<file path="src/rtl/mem_arbiter_if.sv">
// Signal bundle between the memory arbiter, its fetch/data requesters and the
// single-port memory. The slave modport is the arbiter's view.
interface mem_arbiter_if #(
  parameter int unsigned ADDR_W = 6,
  parameter int unsigned DATA_W = 16,
  parameter int unsigned LEN_W  = 3
) ();
  logic              if_req;
  logic [ADDR_W-1:0] if_addr;
  logic              if_ack;
  logic [DATA_W-1:0] if_rdata;
  logic              d_req;
  logic              d_we;
  logic [ADDR_W-1:0] d_addr;
  logic [LEN_W-1:0]  d_len;
  logic [DATA_W-1:0] d_wdata;
  logic [LEN_W-1:0]  d_beat;
  logic              d_ack;
  logic [DATA_W-1:0] d_rdata;
  logic              d_done;
  logic [ADDR_W-1:0] mem_address;
  logic [DATA_W-1:0] mem_in;
  logic              mem_write;
  logic              mem_read;
  logic [DATA_W-1:0] mem_out;
  logic              busy;

  modport slave (
    input  if_req, if_addr, d_req, d_we, d_addr, d_len, d_wdata, mem_out,
    output if_ack, if_rdata, d_beat, d_ack, d_rdata, d_done,
    output mem_address, mem_in, mem_write, mem_read, busy
  );

  modport master (
    output if_req, if_addr, d_req, d_we, d_addr, d_len, d_wdata, mem_out,
    input  if_ack, if_rdata, d_beat, d_ack, d_rdata, d_done,
    input  mem_address, mem_in, mem_write, mem_read, busy
  );
endinterface

</file>
<file path="src/rtl/mem_arbiter.sv">
// Round-robin arbiter sharing one memory port between a single-word fetch
// requester and a burst load/store data requester. All outputs are registered.
module mem_arbiter #(
  parameter int unsigned ADDR_W = 6,
  parameter int unsigned DATA_W = 16,
  parameter int unsigned LEN_W  = 3
) (
  input  logic         clk,
  input  logic         proc_rst,
  mem_arbiter_if.slave bus
);
  typedef enum logic [1:0] {StIdle, StAccess, StDrain} state_e;

  state_e            state_q, state_d;
  logic              gnt_data_q, gnt_data_d;
  logic              last_fetch_q, last_fetch_d;
  logic              we_q, we_d;
  logic [LEN_W-1:0]  rem_q, rem_d;
  logic [LEN_W-1:0]  d_beat_q, d_beat_d;
  logic [ADDR_W-1:0] addr_q, addr_d;
  logic [DATA_W-1:0] mem_in_q, mem_in_d;
  logic              rd_n_q, rd_n_d;
  logic              wr_n_q, wr_n_d;
  logic              if_ack_q, if_ack_d;
  logic [DATA_W-1:0] if_rdata_q, if_rdata_d;
  logic              d_ack_q, d_ack_d;
  logic              d_done_q, d_done_d;
  logic [DATA_W-1:0] d_rdata_q, d_rdata_d;
  logic              busy_q, busy_d;

  always_comb begin
    state_d      = state_q;
    gnt_data_d   = gnt_data_q;
    last_fetch_d = last_fetch_q;
    we_d         = we_q;
    rem_d        = rem_q;
    d_beat_d     = d_beat_q;
    addr_d       = addr_q;
    mem_in_d     = mem_in_q;
    rd_n_d       = 1'b1;
    wr_n_d       = 1'b1;
    if_ack_d     = 1'b0;
    if_rdata_d   = if_rdata_q;
    d_ack_d      = 1'b0;
    d_done_d     = 1'b0;
    d_rdata_d    = d_rdata_q;

    unique case (state_q)
      StIdle: begin
        if (bus.if_req || bus.d_req) begin
          state_d = StAccess;
          // Data wins when it is the only requester or fetch was granted last.
          if (bus.d_req && (!bus.if_req || last_fetch_q)) begin
            gnt_data_d   = 1'b1;
            last_fetch_d = 1'b0;
            we_d         = bus.d_we;
            rem_d        = bus.d_len;
            addr_d       = bus.d_addr;
            d_beat_d     = d_beat_q + LEN_W'(1);
            if (bus.d_we) begin
              wr_n_d   = 1'b0;
              mem_in_d = bus.d_wdata;
            end else begin
              rd_n_d = 1'b0;
            end
          end else begin
            gnt_data_d   = 1'b0;
            last_fetch_d = 1'b1;
            rem_d        = '0;
            addr_d       = bus.if_addr;
            rd_n_d       = 1'b0;
          end
        end
      end
      StAccess: begin
        if (gnt_data_q) begin
          // Ack the beat whose strobe was low this cycle; issue the next if any.
          d_ack_d = 1'b1;
          if (!we_q) d_rdata_d = bus.mem_out;
          if (rem_q == '0) begin
            d_done_d = 1'b1;
            d_beat_d = '0;
            state_d  = StDrain;
          end else begin
            rem_d    = rem_q - LEN_W'(1);
            addr_d   = addr_q + ADDR_W'(1);
            d_beat_d = d_beat_q + LEN_W'(1);
            if (we_q) begin
              wr_n_d   = 1'b0;
              mem_in_d = bus.d_wdata;
            end else begin
              rd_n_d = 1'b0;
            end
          end
        end else begin
          if_ack_d   = 1'b1;
          if_rdata_d = bus.mem_out;
          state_d    = StDrain;
        end
      end
      StDrain: state_d = StIdle;
      default: state_d = StIdle;
    endcase

    busy_d = (state_d != StIdle);
  end

  always_ff @(posedge clk) begin
    if (!proc_rst) begin
      state_q      <= StIdle;
      gnt_data_q   <= 1'b0;
      last_fetch_q <= 1'b0;
      we_q         <= 1'b0;
      rem_q        <= '0;
      d_beat_q     <= '0;
      addr_q       <= '0;
      mem_in_q     <= '0;
      rd_n_q       <= 1'b1;
      wr_n_q       <= 1'b1;
      if_ack_q     <= 1'b0;
      if_rdata_q   <= '0;
      d_ack_q      <= 1'b0;
      d_done_q     <= 1'b0;
      d_rdata_q    <= '0;
      busy_q       <= 1'b0;
    end else begin
      state_q      <= state_d;
      gnt_data_q   <= gnt_data_d;
      last_fetch_q <= last_fetch_d;
      we_q         <= we_d;
      rem_q        <= rem_d;
      d_beat_q     <= d_beat_d;
      addr_q       <= addr_d;
      mem_in_q     <= mem_in_d;
      rd_n_q       <= rd_n_d;
      wr_n_q       <= wr_n_d;
      if_ack_q     <= if_ack_d;
      if_rdata_q   <= if_rdata_d;
      d_ack_q      <= d_ack_d;
      d_done_q     <= d_done_d;
      d_rdata_q    <= d_rdata_d;
      busy_q       <= busy_d;
    end
  end

  assign bus.if_ack      = if_ack_q;
  assign bus.if_rdata    = if_rdata_q;
  assign bus.d_beat      = d_beat_q;
  assign bus.d_ack       = d_ack_q;
  assign bus.d_done      = d_done_q;
  assign bus.d_rdata     = d_rdata_q;
  assign bus.mem_address = addr_q;
  assign bus.mem_in      = mem_in_q;
  assign bus.mem_read    = rd_n_q;
  assign bus.mem_write   = wr_n_q;
  assign bus.busy        = busy_q;
endmodule
</file>
<file path="src/flat_wrapper.sv">
// flat-port wrapper written by rule: the top's interface ports become plain ports
module mem_arbiter_flat 
#(
  parameter int unsigned ADDR_W = 6,
  parameter int unsigned DATA_W = 16,
  parameter int unsigned LEN_W  = 3
)
  (clk, proc_rst, bus_if_req, bus_if_addr, bus_d_req, bus_d_we, bus_d_addr, bus_d_len, bus_d_wdata, bus_mem_out, bus_if_ack, bus_if_rdata, bus_d_beat, bus_d_ack, bus_d_rdata, bus_d_done, bus_mem_address, bus_mem_in, bus_mem_write, bus_mem_read, bus_busy);
  mem_arbiter_if #(.ADDR_W(ADDR_W), .DATA_W(DATA_W), .LEN_W(LEN_W)) bus_i ();
  input  logic clk;
  input  logic proc_rst;
  input wire logic [$bits(bus_i.if_req)-1:0] bus_if_req;
  input wire logic [$bits(bus_i.if_addr)-1:0] bus_if_addr;
  input wire logic [$bits(bus_i.d_req)-1:0] bus_d_req;
  input wire logic [$bits(bus_i.d_we)-1:0] bus_d_we;
  input wire logic [$bits(bus_i.d_addr)-1:0] bus_d_addr;
  input wire logic [$bits(bus_i.d_len)-1:0] bus_d_len;
  input wire logic [$bits(bus_i.d_wdata)-1:0] bus_d_wdata;
  input wire logic [$bits(bus_i.mem_out)-1:0] bus_mem_out;
  output wire logic [$bits(bus_i.if_ack)-1:0] bus_if_ack;
  output wire logic [$bits(bus_i.if_rdata)-1:0] bus_if_rdata;
  output wire logic [$bits(bus_i.d_beat)-1:0] bus_d_beat;
  output wire logic [$bits(bus_i.d_ack)-1:0] bus_d_ack;
  output wire logic [$bits(bus_i.d_rdata)-1:0] bus_d_rdata;
  output wire logic [$bits(bus_i.d_done)-1:0] bus_d_done;
  output wire logic [$bits(bus_i.mem_address)-1:0] bus_mem_address;
  output wire logic [$bits(bus_i.mem_in)-1:0] bus_mem_in;
  output wire logic [$bits(bus_i.mem_write)-1:0] bus_mem_write;
  output wire logic [$bits(bus_i.mem_read)-1:0] bus_mem_read;
  output wire logic [$bits(bus_i.busy)-1:0] bus_busy;
  assign bus_i.if_req = bus_if_req;
  assign bus_i.if_addr = bus_if_addr;
  assign bus_i.d_req = bus_d_req;
  assign bus_i.d_we = bus_d_we;
  assign bus_i.d_addr = bus_d_addr;
  assign bus_i.d_len = bus_d_len;
  assign bus_i.d_wdata = bus_d_wdata;
  assign bus_i.mem_out = bus_mem_out;
  assign bus_if_ack = bus_i.if_ack;
  assign bus_if_rdata = bus_i.if_rdata;
  assign bus_d_beat = bus_i.d_beat;
  assign bus_d_ack = bus_i.d_ack;
  assign bus_d_rdata = bus_i.d_rdata;
  assign bus_d_done = bus_i.d_done;
  assign bus_mem_address = bus_i.mem_address;
  assign bus_mem_in = bus_i.mem_in;
  assign bus_mem_write = bus_i.mem_write;
  assign bus_mem_read = bus_i.mem_read;
  assign bus_busy = bus_i.busy;
  mem_arbiter #(.ADDR_W(ADDR_W), .DATA_W(DATA_W), .LEN_W(LEN_W)) u_core (.clk(clk), .proc_rst(proc_rst), .bus(bus_i));
endmodule
</file>
<file path="config.mk">
export PLATFORM = sky130hd
export DESIGN_NAME = mem_arbiter_flat
export DESIGN_NICKNAME = d
export VERILOG_FILES = /design/src/rtl/mem_arbiter_if.sv /design/src/rtl/mem_arbiter.sv /design/src/flat_wrapper.sv
export SDC_FILE = /design/constraint.sdc
export NUM_CORES = 1
export LEC_CHECK = 0
export BUFFER_PORTS_ARGS = -buffer_cell sky130_fd_sc_hd__buf_2
export CELL_PAD_IN_SITES_DETAIL_PLACEMENT = 0
export CELL_PAD_IN_SITES_GLOBAL_PLACEMENT = 1
export CORE_MARGIN = 8
export CORE_UTILIZATION = 35
export CTS_CLUSTER_DIAMETER = 200
export DETAILED_ROUTE_END_ITERATION = 12
export PLACE_DENSITY = 0.79
export SLEW_MARGIN = 20
export SYNTH_ARGS = -nofsm -noshare
export SYNTH_HDL_FRONTEND = slang
export SYNTH_SLANG_ARGS = --single-unit
</file>
<file path="constraint.sdc">
create_clock -name clk -period 1.9 [get_ports clk]
set_input_delay 0.095 -clock clk [delete_from_list [all_inputs] [get_ports clk]]
set_output_delay 0.095 -clock clk [all_outputs]
set_load 0.05 [all_outputs]
</file>
Yosys cells after proc, flatten, opt, wreduce, memory -nomap -nowiden. Index checks and enable logic that the tools add are counted.

Register bits: 71. Output and inout port bits: 63. Word-level logic and storage cells: 90. Input port bits: 52.

$add $sub $neg: 3. Multiplexer cells: 45. Bitwise gates (word level): 2. Equal/unequal tests: 7. Reductions and logical operators: 17.

Operators by type and width (count): two-way mux 16 bit (6); one-hot mux 16 bit (2 select lines) (1); two-way mux 3 bit (8); two-way mux 6 bit (4); two-way mux 1 bit (17); one-hot mux 3 bit (2 select lines) (2); one-hot mux 6 bit (2 select lines) (1); AND reduction 3 bit (3); inequality test 2 x 1 -> 1 bit (second input constant) (4); AND reduction 4 bit (2); AND reduction 7 bit (1); adder 6 x 1 -> 6 bit (second input constant) (1); two-way mux 2 bit (3); AND reduction 2 bit (3); inequality test 2 bit (second input constant) (2); one-hot mux 1 bit (2 select lines) (2); one-hot mux 2 bit (2 select lines) (1); nonzero test 2 bit (2); adder 3 x 1 -> 3 bit (second input constant) (1); logical NOT 3 bit (1); subtractor 3 x 1 -> 3 bit (second input constant) (1); equality test 2 x 1 -> 1 bit (second input constant) (1); logical NOT 2 bit (1); logical OR 1 bit (2); 3 further kinds (4).

Depth between registers and ports, before layout.
Depth in word-level cells: 6. Mapped depth: 7. Mapped depth without buffers: 7.

Worst setup path before layout. Ideal clock, no wire load.

Kind: register to register. From: register u_core.rem_q[0]. To: register u_core.addr_q[3], in the netlist u_core.bus.mem_address[3]. Buffers on the path: 1. Arrival time: 1.510 ns. Setup slack: 0.273 ns. Required time: 1.783 ns. Clock period less this slack: 1.627 ns. Library setup time: 0.117 ns. Cell stages (with the launch flop): 8. Path through: dfxtp_1 -> inv_1 -> ha_1 -> and4bb_2 -> nor4_4 -> buf_6 -> nand2_2 -> a32o_1.

Longest elaborated chain between the ends: 3.

RTL lines: start, declared (line mem_arbiter.sv:18) `logic [LEN_W-1:0] rem_q, rem_d;`; start signal, assigned (line mem_arbiter.sv:131) `rem_q <= rem_d;`; logical NOT 3 bit (line mem_arbiter.sv:80) `if (rem_q == '0) begin`; inequality test 2 bit (no line); AND reduction 4 bit (no line); end signal, assigned (line mem_arbiter.sv:133) `addr_q <= addr_d;`; end, declared (line mem_arbiter.sv:20) `logic [ADDR_W-1:0] addr_q, addr_d;`.

Every way passes these cells. A chain may end at the register's enable or synchronous reset.

Worst setup path in the final report.
From: register u_core.rem_q[0]. To: register u_core.addr_q[5], in the netlist u_core.bus.mem_address[5].

The elaborated chain is that of the path after synthesis.

==> flow_metrics.py <==
metrics = {
    "global_route": {
        "use_met3": 0.0465,
        "met2_usage": 0.231,
        "busiest_layer": "met2",
        "grt_pass1_vias": 3052,
        "met1_usage": 0.176,
        "grt_pass1_wl_um": 14900,
        "grt_use_total": 0.144,
        "antenna_found_initial": 0,
        "grt_max_degree": 33,
        "globalRouteOverflowTotal": 0,
    },
    "min_path": {
        "hold_depth": 3,
        "hold_path_class": "input port to register",
    },
    "sta": {
        "rsz0062_at_grt": "no",
        "fin_skew_ns": 0.0102,
        "slew_headroom": 0.671,
        "fin_setup_tns_ns": 0,
        "slew_viol_final": 0,
        "finalHoldViolations": 0,
        "fmax_ghz": 0.582,
        "timing.final.crit_share": 0.904,
        "worst_slew_pin_slew_ns": 0.490,
        "whs_ns": 0.0147,
        "layout_min_cycle_time_ns": 1.72,
        "setup_viol": 0,
    },
    "placement": {
        "portBuffers": 114,
        "place_congestion": 0.834,
        "place_inst": 575,
        "dp_hpwl_um": 6320,
    },
    "synth": {
        "syn-num-nets": 417,
        "synth_area_mm2": 0.00313,
        "yosys_warnings": 0,
        "ys_ff_latch": 71,
        "synth.distinct_cells": 48,
        "yosys.area_share.simple": 0.254,
        "synthAdderAreaFrac": 0.0160,
        "synth_edf_count": 0,
        "synth-xor-area-share": 0.00280,
        "yosysSeqAreaShare": 0.454,
        "synth-compound-area-share": 0.161,
        "synth_cells": 361,
        "ys.flop_type": "dfxtp_1",
        "synth_area_per_cell_um2": 8.68,
        "synth_top_family_by_area": "simple AND/OR/NAND/NOR gates",
        "ys_async_sr_fraction": 0,
        "synth.area.mux_share": 0.0639,
    },
    "die": {
        "die_x_um": 111,
        "core_mm2": 0.00872,
        "rows": 34,
        "die_h_um": 111,
        "start_util": 0.359,
        "ios": 115,
        "die_area_mm2": 0.0122,
    },
    "cells_and_area": {
        "diodes": 0,
        "fin_nets": 555,
        "layout-drive-gt1-share": 0.306,
        "synthToLayoutAreaGrowth_pct": 36.0,
        "final_cells": 612,
    },
    "routing": {
        "wl_per_cell_um": 14.4,
        "post-route-drc-count": 0,
        "vias_per_cell": 4.86,
        "wirelength_um": 8810,
        "final_antenna_net_count": 0,
        "drtIter0Drc": 92,
        "first_pass_iters": 4,
        "via_count": 2974,
    },
    "setup_path": {
        "cp_max_fo": 14,
        "critical_path_class": "register to register",
        "worstSetupStartpointType": "register",
        "cp_slowest_cell": "dfxtp_1",
        "critPathMaxStageDelay_ns": 0.35,
        "worstRegToRegCells": 7,
        "cp-end-kind": "register",
        "cp.arrival_ns": 1.97,
        "cp.required_ns": 2.16,
        "crit_chain": "inv_1 -> ha_1 -> and4bb_2 -> nor4_4 -> buf_12 -> nand2_1 -> o31ai_1",
    },
    "clock_network": {
        "clk_pin_slew_worst_paths_ns": 0.08,
        "cts.htree.levels": 3,
        "cts_tree": "done",
        "clkLatencyLatePin_ns": 0.34,
        "cts_buffers": 9,
        "cts_sinks": 71,
        "root_buffer": "clkbuf_8",
        "postCtsSetupBuffers": 0,
        "cts.path.max_buffers": 2,
    },
    "power_and_ir_drop": {
        "worst_ir_drop_vdd_mv": 0.585,
        "cellLeakagePower_uw": 0.00190,
        "power_density_mw_per_mm2": 1330,
    },
    "outcome": {
        "status": "finished clean",
    },
    "job": {
        "cap_violations": 0,
    },
}
-- registers in the layout (all words and copies together) (netlist names), 2 cells and up --
name                    cells
u_core.bus.d_beat           3
u_core.bus.d_rdata         16
u_core.bus.if_rdata        16
u_core.bus.mem_address      6
u_core.bus.mem_in          16
u_core.rem_q                3
u_core.state_q              2
-- cell usage after synthesis, types with 2 or more instances --
| cell type | instances | area, um2 |
|---|---|---|
| a211oi_1 | 3 | 22.5 |
| a21boi_0 | 35 | 263 |
| a21boi_1 | 4 | 30.0 |
| a32o_1 | 2 | 20.0 |
| and2_1 | 3 | 18.8 |
| and3_1 | 5 | 31.3 |
| buf_2 | 8 | 40.0 |
| buf_6 | 4 | 45.0 |
| clkbuf_1 | 11 | 41.3 |
| dfxtp_1 | 71 | 1420 |
| ha_1 | 4 | 50.1 |
| inv_1 | 4 | 15.0 |
| mux2i_1 | 20 | 200 |
| nand2_1 | 114 | 428 |
| nand2b_1 | 5 | 31.3 |
| nand3_1 | 5 | 25.0 |
| nand3b_1 | 3 | 22.5 |
| nand4_1 | 5 | 31.3 |
| nand4b_1 | 3 | 26.3 |
| nor2_1 | 10 | 37.5 |
| nor2b_1 | 5 | 31.3 |
| nor3_1 | 3 | 15.0 |
| o211ai_1 | 4 | 30.0 |
| o21ai_0 | 3 | 15.0 |
| o22ai_1 | 2 | 12.5 |
| o31ai_1 | 2 | 15.0 |
| or3_1 | 2 | 12.5 |
-- logic make-up after synthesis --
kind of cell             Yosys count
multiplexers                      20
adder cells (fa/ha/maj)            4
AO/OA/AOI/OAI                     66
flip-flops                        71
XOR/XNOR                           1
AND/OR/NAND/NOR                  170
buffers and inverters             29
-- what timing repair did --
item | CTS | global route
hold buffers | 21 | 0
setup endpoints to repair | 0 | 1
resized for setup | 0 | 1
endpoints found under the hold margin | 23 | 0
-- final cells by class --
cell class / count / area (um2)
clock buffer: 10 / 128
fill: 860 / 4460
inverter: 4 / 15.0
tap: 108 / 135
clock inverter: 6 / 61.3
sequential: 71 / 1420
multi-input combinational: 261 / 1570
timing repair buffer: 152 / 933
-- cells in the final DEF (no fill, tap or decap), types with 2 or more instances in the layout --
cell type      count
nand2_1          114
buf_2            114
dfxtp_1           71
a21boi_0          35
dlygate4sd3_1     21
mux2i_1           20
buf_4             15
nor2_1            10
clkbuf_8           9
nand2b_1           5
nand4_1            5
nor2b_1            5
nand3_1            5
and3_1             5
inv_1              4
a21boi_1           4
o211ai_1           4
ha_1               4
nand4b_1           3
nand3b_1           3
nor3_1             3
a211oi_1           3
o21ai_0            3
and2_1             3
clkinv_2           3
or3_1              2
a32o_1             2
o31ai_1            2
o22ai_1            2
buf_12             2
-- critical path, delay by kind of cell (launching register included) --
kind / cells / cell delay [ns]
AND/OR/NAND/NOR: 3 / 0.55
adder cells (fa/ha/maj): 1 / 0.22
buffers and inverters: 2 / 0.24
AO/OA/AOI/OAI: 1 / 0.27
flip-flops: 1 / 0.35
-- layer usage --
metal	share of wire	wire length (um)
met2	0.45	4000
met1	0.47	4100
met4	0.013	112
met5	0	0
met3	0.068	599
-- per-stage QoR --
step	cell area (um2)	utilization	power, uW	setup slack [ns]
final	4260	0.489	5670	0.183
after global routing	4260	0.489	6040	0.0453
after CTS	4250	0.488	5710	0.180
after detailed placement	3850	0.442	4490	0.204
after global placement	3850	0.442	4450	0.239
after floorplan	3130	-	3810	0.273
-- path summary, 6_finish.rpt --
path	endpoint	from	slack [ns]
max	u_core.bus.mem_address[5]$_SDFFE_PN0P_	u_core.rem_q[0]$_SDFFE_PN0P_	0.18
min	u_core.bus.if_rdata[13]$_SDFFE_PN0P_	bus_mem_out[13]	0.01
max reg2reg	u_core.bus.mem_address[5]$_SDFFE_PN0P_	u_core.rem_q[0]$_SDFFE_PN0P_	0.18
min reg2reg	u_core.bus.mem_in[9]$_SDFFE_PN0P_	u_core.bus.mem_in[9]$_SDFFE_PN0P_	0.45
-- power by group --
part | internal, uW | switching [uW] | leakage [uW]
Combinational | 861 | 1680 | 0.00122
Sequential | 1760 | 202 | 0.000578
Clock | 602 | 572 | 0.0000960
Power figures use the tool's default switching activity.
